===== config.mk =====
export PLATFORM = sky130hd
export DESIGN_NAME = calc_queue
export DESIGN_NICKNAME = d
export VERILOG_FILES = /design/src/rtl/calc_queue_pkg.sv /design/src/rtl/calc_queue_regfile.sv /design/src/rtl/calc_queue.sv
export SDC_FILE = /design/constraint.sdc
export NUM_CORES = 1
export LEC_CHECK = 0
export CAP_MARGIN = 0
export CELL_PAD_IN_SITES_DETAIL_PLACEMENT = 0
export CELL_PAD_IN_SITES_GLOBAL_PLACEMENT = 1
export CORE_MARGIN = 10
export CORE_UTILIZATION = 35
export DETAILED_ROUTE_END_ITERATION = 6
export HOLD_SLACK_MARGIN = 0.02
export PLACE_DENSITY = 0.66
export REMOVE_ABC_BUFFERS = 1
export SLEW_MARGIN = 20
export SYNTH_ARGS = -nofsm -noshare
export SYNTH_HDL_FRONTEND = slang
export SYNTH_SLANG_ARGS = --single-unit

===== constraint.sdc =====
create_clock -name clk_i -period 2.9 [get_ports clk_i]
set_clock_uncertainty 0.1 [all_clocks]
set_input_delay 0.435 -clock clk_i [delete_from_list [all_inputs] [get_ports clk_i]]
set_output_delay 0.435 -clock clk_i [all_outputs]
set_load 0.01 [all_outputs]

===== src/rtl/calc_queue_pkg.sv =====
// Shared definitions for the queue calculator: queue command encodings (also used by
// the ALU stage), error codes reported by calc_queue, and the calc_queue FSM states.
package calc_queue_pkg;

  // Queue commands issued by the ALU
  localparam logic [1:0] Q_PUSH         = 2'b00;
  localparam logic [1:0] Q_SLEEP        = 2'b01;
  localparam logic [1:0] Q_GET_AND_PUSH = 2'b10;
  localparam logic [1:0] Q_POP          = 2'b11;

  // Sticky error codes
  localparam logic [1:0] ERR_NONE = 2'b00;
  localparam logic [1:0] ERR_OVF  = 2'b01;
  localparam logic [1:0] ERR_UNF  = 2'b10;
  localparam logic [1:0] ERR_CALC = 2'b11;

  typedef enum logic {
    StReady = 1'b0,
    StError = 1'b1
  } state_e;

endpackage


===== src/rtl/calc_queue_regfile.sv =====
// queue_regfile: Depth x Width storage for calc_queue. One synchronous write port and two
// combinational read ports (head and head+1). Contents are not reset.
// Ports:
//   clk_i            clock
//   we_i/waddr_i/wdata_i   write port, written on the rising edge when we_i is high
//   raddr0_i/rdata0_o      read port 0 (head)
//   raddr1_i/rdata1_o      read port 1 (head+1)
module queue_regfile #(
  parameter int unsigned Depth = 16,
  parameter int unsigned Width = 8
) (
  input  logic                     clk_i,
  input  logic                     we_i,
  input  logic [$clog2(Depth)-1:0] waddr_i,
  input  logic [Width-1:0]         wdata_i,
  input  logic [$clog2(Depth)-1:0] raddr0_i,
  input  logic [$clog2(Depth)-1:0] raddr1_i,
  output logic [Width-1:0]         rdata0_o,
  output logic [Width-1:0]         rdata1_o
);

  logic [Width-1:0] mem_q [Depth];

  always_ff @(posedge clk_i) begin
    if (we_i) begin
      mem_q[waddr_i] <= wdata_i;
    end
  end

  assign rdata0_o = mem_q[raddr0_i];
  assign rdata1_o = mem_q[raddr1_i];

endmodule


===== src/rtl/calc_queue.sv =====
// calc_queue: operand queue downstream of the ALU. Executes the ALU's queue command with
// its result and feeds the two head entries back as operands. Holds the circular
// pointers, occupancy count, READY/ERROR FSM and sticky error code.
// Ports:
//   clk_i, rst_i        clock; synchronous active-high reset
//   cmd_valid_i         command presented this cycle
//   queue_op_i          Q_PUSH / Q_SLEEP / Q_POP / Q_GET_AND_PUSH
//   result_i            data pushed by PUSH and GET_AND_PUSH
//   calc_err_i          ALU calculation error, sampled with the command
//   clr_err_i           leaves ERROR and clears err_code
//   cmd_ready_o         high in READY
//   operands_o          {entry[head+1], entry[head]}, invalid slots read 0
//   head_val_o          entry[head], 0 when empty
//   empty_o, full_o     occupancy flags
//   err_o, err_code_o   ERROR state and sticky error code
// Optional (macro CALC_QUEUE_LEVEL_EN):
//   level_o             current occupancy
//   level_max_o         high-water mark of occupancy, cleared only by reset
// DEPTH must be a power of 2 and at least 2.
module calc_queue
  import calc_queue_pkg::*;
#(
  parameter int unsigned DEPTH = 16,
  parameter int unsigned WIDTH = 8
) (
  input  logic                   clk_i,
  input  logic                   rst_i,
  input  logic                   cmd_valid_i,
  input  logic [1:0]             queue_op_i,
  input  logic [WIDTH-1:0]       result_i,
  input  logic                   calc_err_i,
  input  logic                   clr_err_i,
  output logic                   cmd_ready_o,
  output logic [2*WIDTH-1:0]     operands_o,
  output logic [WIDTH-1:0]       head_val_o,
  output logic                   empty_o,
  output logic                   full_o,
  output logic                   err_o,
`ifdef CALC_QUEUE_LEVEL_EN
  output logic [$clog2(DEPTH):0] level_o,
  output logic [$clog2(DEPTH):0] level_max_o,
`endif
  output logic [1:0]             err_code_o
);

  localparam int unsigned PtrW = $clog2(DEPTH);
  localparam int unsigned CntW = PtrW + 1;

  state_e            state_q, state_d;
  logic [PtrW-1:0]   head_q, head_d;
  logic [PtrW-1:0]   tail_q, tail_d;
  logic [CntW-1:0]   count_q, count_d;
  logic [1:0]        err_code_q, err_code_d;
  logic              we;
  logic [WIDTH-1:0]  rdata0, rdata1;
  logic              accept;
  logic              is_empty, is_full;

  assign is_empty = (count_q == '0);
  assign is_full  = (count_q == CntW'(DEPTH));
  assign accept   = cmd_valid_i && (state_q == StReady);

  queue_regfile #(
    .Depth (DEPTH),
    .Width (WIDTH)
  ) u_regfile (
    .clk_i    (clk_i),
    .we_i     (we),
    .waddr_i  (tail_q),
    .wdata_i  (result_i),
    .raddr0_i (head_q),
    .raddr1_i (head_q + PtrW'(1)),
    .rdata0_o (rdata0),
    .rdata1_o (rdata1)
  );

  always_ff @(posedge clk_i) begin
    if (rst_i) begin
      state_q    <= StReady;
      head_q     <= '0;
      tail_q     <= '0;
      count_q    <= '0;
      err_code_q <= ERR_NONE;
    end else begin
      state_q    <= state_d;
      head_q     <= head_d;
      tail_q     <= tail_d;
      count_q    <= count_d;
      err_code_q <= err_code_d;
    end
  end

  always_comb begin
    state_d    = state_q;
    head_d     = head_q;
    tail_d     = tail_q;
    count_d    = count_q;
    err_code_d = err_code_q;
    we         = 1'b0;

    if (accept) begin
      if (calc_err_i) begin
        state_d    = StError;
        err_code_d = ERR_CALC;
      end else begin
        unique case (queue_op_i)
          Q_PUSH: begin
            if (is_full) begin
              state_d    = StError;
              err_code_d = ERR_OVF;
            end else begin
              we      = 1'b1;
              tail_d  = tail_q + PtrW'(1);
              count_d = count_q + CntW'(1);
            end
          end
          Q_POP: begin
            if (is_empty) begin
              state_d    = StError;
              err_code_d = ERR_UNF;
            end else begin
              head_d  = head_q + PtrW'(1);
              count_d = count_q - CntW'(1);
            end
          end
          Q_GET_AND_PUSH: begin
            if (count_q < CntW'(2)) begin
              state_d    = StError;
              err_code_d = ERR_UNF;
            end else begin
              // When full the write slot is the old head; the operands were already
              // consumed this cycle, so overwriting it is safe.
              we      = 1'b1;
              head_d  = head_q + PtrW'(2);
              tail_d  = tail_q + PtrW'(1);
              count_d = count_q - CntW'(1);
            end
          end
          default: ;  // Q_SLEEP
        endcase
      end
    end else if ((state_q == StError) && clr_err_i) begin
      state_d    = StReady;
      err_code_d = ERR_NONE;
    end
  end

  assign cmd_ready_o = (state_q == StReady);
  assign err_o       = (state_q == StError);
  assign err_code_o  = err_code_q;
  assign empty_o     = is_empty;
  assign full_o      = is_full;
  assign head_val_o  = is_empty ? '0 : rdata0;
  assign operands_o  = {(count_q >= CntW'(2)) ? rdata1 : {WIDTH{1'b0}}, head_val_o};

`ifdef CALC_QUEUE_LEVEL_EN
  logic [CntW-1:0] level_max_q, level_max_d;

  always_comb begin
    level_max_d = level_max_q;
    if (count_d > level_max_q) begin
      level_max_d = count_d;
    end
  end

  always_ff @(posedge clk_i) begin
    if (rst_i) begin
      level_max_q <= '0;
    end else begin
      level_max_q <= level_max_d;
    end
  end

  assign level_o     = count_q;
  assign level_max_o = level_max_q;
`endif

endmodule


=== After elaboration in Yosys (flattened, before gate mapping) ===
Memory sizes are Yosys's and may differ from the RTL's. A register that Yosys moved wholly into a read port is not among the register bits.
Cells that the tools add are included.

* Flip-flop bits (word level): 16
* Input port bits: 15
* Bits in writable memories: 128
* Memories kept: 1
* Output and inout bits: 30
* Logic and storage cells: 72

* Bitwise logic cells: 2
* $lt $le $gt $ge: 2
* Eq/ne operators: 10
* Mux-type cells: 35
* Reduce and logical (&&, ||, !) cells: 12
* Add/subtract/negate cells: 5

{| class="wikitable"
|+ Memory list
! name !! depth !! width !! rd ports !! clocked after Yosys merged registers in !! wr ports !! RTL line !! RTL
|-
| u_regfile.mem_q || 16 || 8 || 2 || 1 || 1 || calc_queue_regfile.sv:22 || <nowiki>logic [Width-1:0] mem_q [Depth];</nowiki>
|}

{| class="wikitable"
|+ Operator list
! kind !! count
|-
| 4-bit 2-to-1 mux || 6
|-
| 8-bit 2-to-1 mux || 2
|-
| 4-bit case mux with 2 select lines || 2
|-
| 5-bit 2-to-1 mux || 3
|-
| 5-bit case mux with 3 select lines || 1
|-
| 5-bit AND reduction || 3
|-
| 1-bit 2-to-1 mux || 12
|-
| 2-bit 2-to-1 mux || 6
|-
| 4-bit != test (second input constant) || 3
|-
| 4-bit by 1-bit adder with 4-bit output (second input constant) || 2
|-
| 2-bit != test (second input constant) || 3
|-
| 2-bit case mux with 3 select lines || 1
|-
| 6-bit AND reduction || 1
|-
| 2-bit nonzero test || 3
|-
| 5-bit by 1-bit adder with 5-bit output (second input constant) || 1
|-
| 5-bit equality test (second input constant) || 1
|-
| 5-bit by 2-bit >= comparator with 1-bit output (second input constant) || 1
|-
| 5-bit logical NOT || 1
|-
| 5-bit by 2-bit < comparator with 1-bit output (second input constant) || 1
|-
| 5-bit by 2-bit != test with 1-bit output (second input constant) || 1
|-
| 5-bit by 1-bit subtractor with 5-bit output (second input constant) || 1
|-
| 4-bit by 2-bit adder with 4-bit output (second input constant) || 1
|-
| 2-bit equality test (second input constant) || 2
|-
| 1-bit case mux with 3 select lines || 1
|-
| other kinds (5) || 7
|}

=== Depth between registers and ports, before layout ===
Gate-level depths: netlist (run 1).

* Depth in word-level cells: 7
* Depth in mapped cells: 8
* Depth with buffers taken out: 7

=== Modules after synthesis ===
A second synthesis (run 1) with hierarchy kept.

* Cell total of the unflattened synthesis: 437
* Area total of the unflattened synthesis: 7247.0 um^2

{| class="wikitable"
|+ By module, submodules not included
! module !! instances !! sequential area each (um^2) !! area each (um^2) !! cells each
|-
| queue_regfile || 1 || 3843.7 || 6024.5 || 291
|-
| calc_queue || 1 || 320.3 || 1222.4 || 146
|}

=== Worst setup path before layout (run 1) ===
Ideal clock, no wire load.

* Path type: register to output
* Start point: register count_q[1]
* End point: output port operands_o[6]
* Stages on the path, launching flop included: 8
* Slack: 0.475 ns
* Path buffers: 3
* Data arrival time: 1.890 ns
* Required time: 2.365 ns
* Path through: dfxtp_1 or4_1 buf_2 nor2_1 or2_2 clkbuf_1 o22ai_1 buf_4

* Word-level cells in the longest chain between the ends: 2

{| class="wikitable"
|+ Ends and longest elaborated chain
! item !! RTL line !! RTL
|-
| from (decl) || calc_queue.sv:52 || <nowiki>logic [CntW-1:0] count_q, count_d;</nowiki>
|-
| from (signal assigned) || calc_queue.sv:88 || <nowiki>count_q <= count_d;</nowiki>
|-
| 5-bit logical NOT || calc_queue.sv:59 || <nowiki>assign is_empty = (count_q == '0);</nowiki>
|-
| net empty_o || calc_queue.sv:36 || <nowiki>output logic empty_o,</nowiki>
|-
| 8-bit 2-to-1 mux || calc_queue.sv:153 || <nowiki>assign head_val_o = is_empty ? '0 : rdata0;</nowiki>
|-
| to (decl) || calc_queue.sv:34 || <nowiki>output logic [2*WIDTH-1:0] operands_o,</nowiki>
|}

The timed path passes the listed nets, and every way through them passes these cells.

=== Worst setup path in the final report (run 1) ===
* Start point: register head_q[0]
* End point: output port operands_o[9]

* Word-level cells in the longest chain between the ends: 3

{| class="wikitable"
|+ Ends and longest elaborated chain
! item !! RTL line !! RTL
|-
| from (decl) || calc_queue.sv:50 || <nowiki>logic [PtrW-1:0] head_q, head_d;</nowiki>
|-
| from (signal assigned) || calc_queue.sv:80 || <nowiki>head_q <= '0;</nowiki>
|-
| from (signal assigned) || calc_queue.sv:86 || <nowiki>head_q <= head_d;</nowiki>
|-
| 4-bit by 1-bit adder with 4-bit output || calc_queue.sv:72 || <nowiki>.raddr1_i (head_q + PtrW'(1)),</nowiki>
|-
| memory 16 x 8 bit || - ||
|-
| 8-bit 2-to-1 mux || calc_queue.sv:154 || <nowiki>assign operands_o = {(count_q >= CntW'(2)) ? rdata1 : {WIDTH{1'b0}}, head_val_o};</nowiki>
|}

No other way between the ends.

==> impl_metrics.ini, run 1 <==
[routing]
totalWireLength_mm = 18.7
met2_length_mm = 9.53
dr_wl_met3_mm = 1.08
avgViaCountPerCell = 5.45
num_vias = 4418
ant_nets = 0
drc_errors = 0
drt_pass1_iterations = 5
routedWlPerCell_um = 23.0
drt_iter0_drc = 328
wl_met1_mm = 7.77
routed.top_layer = met4

[finish]
diodes = 0
ff_latch_area_um2 = 4250
final_util_pct = 45.8
fin_nets = 553
layout.cells.non_filler = 811
fillers = 1727
multiInputGateArea_um2 = 2740
drive_gt1_share_pct = 35.5
area_growth_pct = 29.2

[place]
gp_congestion = 0.787
numPortBuffers = 44
dpl.hpwl_mm = 11.6
placed_cells = 742

[synth]
yosys.area_share.simple_pct = 5.08
muxShareOfSynthArea_pct = 25.7
syn_avg_cell_area_um2 = 16.8
synth_cells = 425
ys_ff_latch = 148
ys_seq_area_share_pct = 59.6
async_reset_ff_share_pct = 0
synth-compound-area-share_pct = 3.46
synth_enable_flop_cells = 128
synth-xor-area-share_pct = 1.23
yosys.area.top_type = edfxtp_1
yosysWarnings = 0
yosysTopAreaCellShare_pct = 54.0
synth_flop_cell = edfxtp_1
synth-adder-area-share_pct = 1.86
synthesis.area_um2 = 7120
synth_top_family_by_area = multiplexers
synth_top_cells_by_area = edfxtp_1 54%, mux4_2 20%, dfxtp_1 5.6%, mux2i_1 5.2%, ha_1 1.6%
ys_types = 45

[sta]
hold_ws_ns = 0.415
drv_slew = 0
setup_viol = 0
fin_crit_sh_pct = 97.6
max_freq_mhz = 353
min_period_ns = 2.83
hold_viol = 0
worstMarginPinSlew_ns = 0.628
grt_setup_unrepaired = false
relSlewSlack_pct = 58.0

[floorplan]
die-height_um = 163
rows = 52
dieWidth_um = 163
core_area_um2 = 20100
ioPinCount = 45
die_area_um2 = 26500
floorplan.initialDensity_pct = 35.4

[setup_path]
end_kind = output port
startpoint_type = flip-flop
arrival_ns = 2.29
max_stage_delay_ns = 0.37
worstPathRequired_ns = 2.37
worstPathCellList = ha_4 -> buf_12 -> buf_4 -> mux4_2 -> mux2i_1 -> o22ai_1 -> dlygate4sd2_1
path_class = reg -> out
cp_max_fo = 14
cpMaxStageDelayCell = dfxtp_4

[grt]
grt_pass1_vias = 4495
overflow = 0
grt_pass1_wl_mm = 28.2
grt_max_degree = 33
groute.usage.overall_pct = 14.5
antenna_found_initial = 0

[clocking]
cts_tree = built
root_buffer = clkbuf_16
clock-sinks = 148
clk-insertion-delay-late_ns = 0.43
clkTransAtPathRegs_ns = 0.06
cts_hold_buf = 0
cts-htree-levels = 4
clk_path_buf_depth = 2
cts_buffers = 17

[power_and_ir_drop]
ir_drop_uv = 413
p_leak_uw = 0.00311
powerDensity_nw_per_um2 = 555

[run]
maxCapViolations = 0

[hold_path]
hold_class = reg -> reg

[status]
status = completed
per-stage QoR:
| stage | instance area [µm²] | worst slack, ns | setup TNS [ns] | total power (µW) |
|---|---|---|---|---|
| floorplan | 6940 | -1.15 | -12.04 | 2530 |
| global placement | 8120 | 0.200 | 0 | 2720 |
| detailed placement | 8120 | 0.167 | 0 | 2730 |
| CTS | 9100 | 0.00587 | 0 | 5150 |
| global route | 9200 | 0.00701 | 0 | 5280 |
| finish | 9200 | 0.0702 | 0 | 5110 |
state kept, by name, summed over array words and instances, names as in the netlist, named ones only:
name / cells
err_o: 1
u_regfile.mem_q: 128
tail_q: 4
head_q: 4
err_code_o: 2
count_q: 5
critical path, delay by kind of cell (launching register included):
| kind | cells | cell delay, ns |
|---|---|---|
| buffers and inverters | 3 | 0.59 |
| muxes | 2 | 0.50 |
| DFF | 1 | 0.37 |
| adders and majority gates | 1 | 0.30 |
| AOI/OAI and AO/OA | 1 | 0.10 |
worst paths after layout:
check	cells past startpoint	start	slack (ns)	end
max	7	head_q[0]	0.07	operands_o[9]
min reg2reg	2	err_code_o[0]	0.41	err_code_o[0]
min	2	err_code_o[0]	0.41	err_code_o[0]
max reg2reg	8	count_q[0]	0.66	count_q[4]
cell type report:
type / instances / share of cell area, %
sequential: 148 / 46.2
clock buffer: 17 / 4.62
tap: 270 / 3.67
inverter: 11 / 0.449
timing repair buffer: 120 / 12.8
clock inverter: 15 / 2.46
multi-input combinational: 230 / 29.8
placed cells by master, fill, tap and decap left out, types with 16 or more instances in the layout:
master and n:
buf_4 62, clkbuf_16 17, clkdlybuf4s50_1 20, dfxtp_1 17, dlygate4sd2_1 20, edfxtp_1 128
mux2i_1 33, mux4_2 64, nor2_1 25, o22ai_1 16
what timing repair did:
action                     in CTS  in global routing
pin swaps                       2                  1
setup endpoints to repair      24                 12
gates cloned                    4                  0
buffers inserted               22                 12
gates resized for setup        37                  8
power breakdown:
part	switching, µW	internal, µW
Clock	877	1530
Combinational	192	176
Sequential	10.4	2320
metal layers:
layer | vias up | track usage, %
met4 | 0 | 4.06
met3 | 20 | 3.97
met2 | 149 | 24.3
li1 | 1925 | -
met5 | - | 0
met1 | 2324 | 18.0
synth_stat cells (all sizes together) (3+ instances only):
cell / number
nand3: 4
buf: 20
mux4: 64
nor2: 26
nor3: 3
nor4: 6
o22ai: 16
ha: 9
clkbuf: 16
edfxtp: 128
inv: 11
or3: 3
xor2: 4
mux2i: 37
dfxtp: 20
nand2b: 3
xnor2: 6
nor2b: 3
o21ai: 8
a21oi: 10
nor3b: 3
nand2: 4
and2: 7
logic make-up (layout without fill, tap and decap cells):
kind of cell	Yosys count	after routing
flip-flops	148	148
multiplexers	102	102
AND/OR/NAND/NOR	68	68
buffers and inverters	47	163
AO/OA/AOI/OAI	40	40
adder cells (fa/ha/maj)	10	10
XOR/XNOR	10	10
Note: power is estimated with default switching activity, not from simulation.
==> run 2, diff against run 1 <==
--- a/config.mk
+++ b/config.mk
@@ -5,6 +5,7 @@
 export SDC_FILE = /design/constraint.sdc
 export NUM_CORES = 1
 export LEC_CHECK = 0
+export ABC_CLOCK_PERIOD_IN_PS = 2900
 export CAP_MARGIN = 0
 export CELL_PAD_IN_SITES_DETAIL_PLACEMENT = 0
 export CELL_PAD_IN_SITES_GLOBAL_PLACEMENT = 1
==> results of run 2 <==
The final DEF is identical to that of run 1; final timing and power are the same.
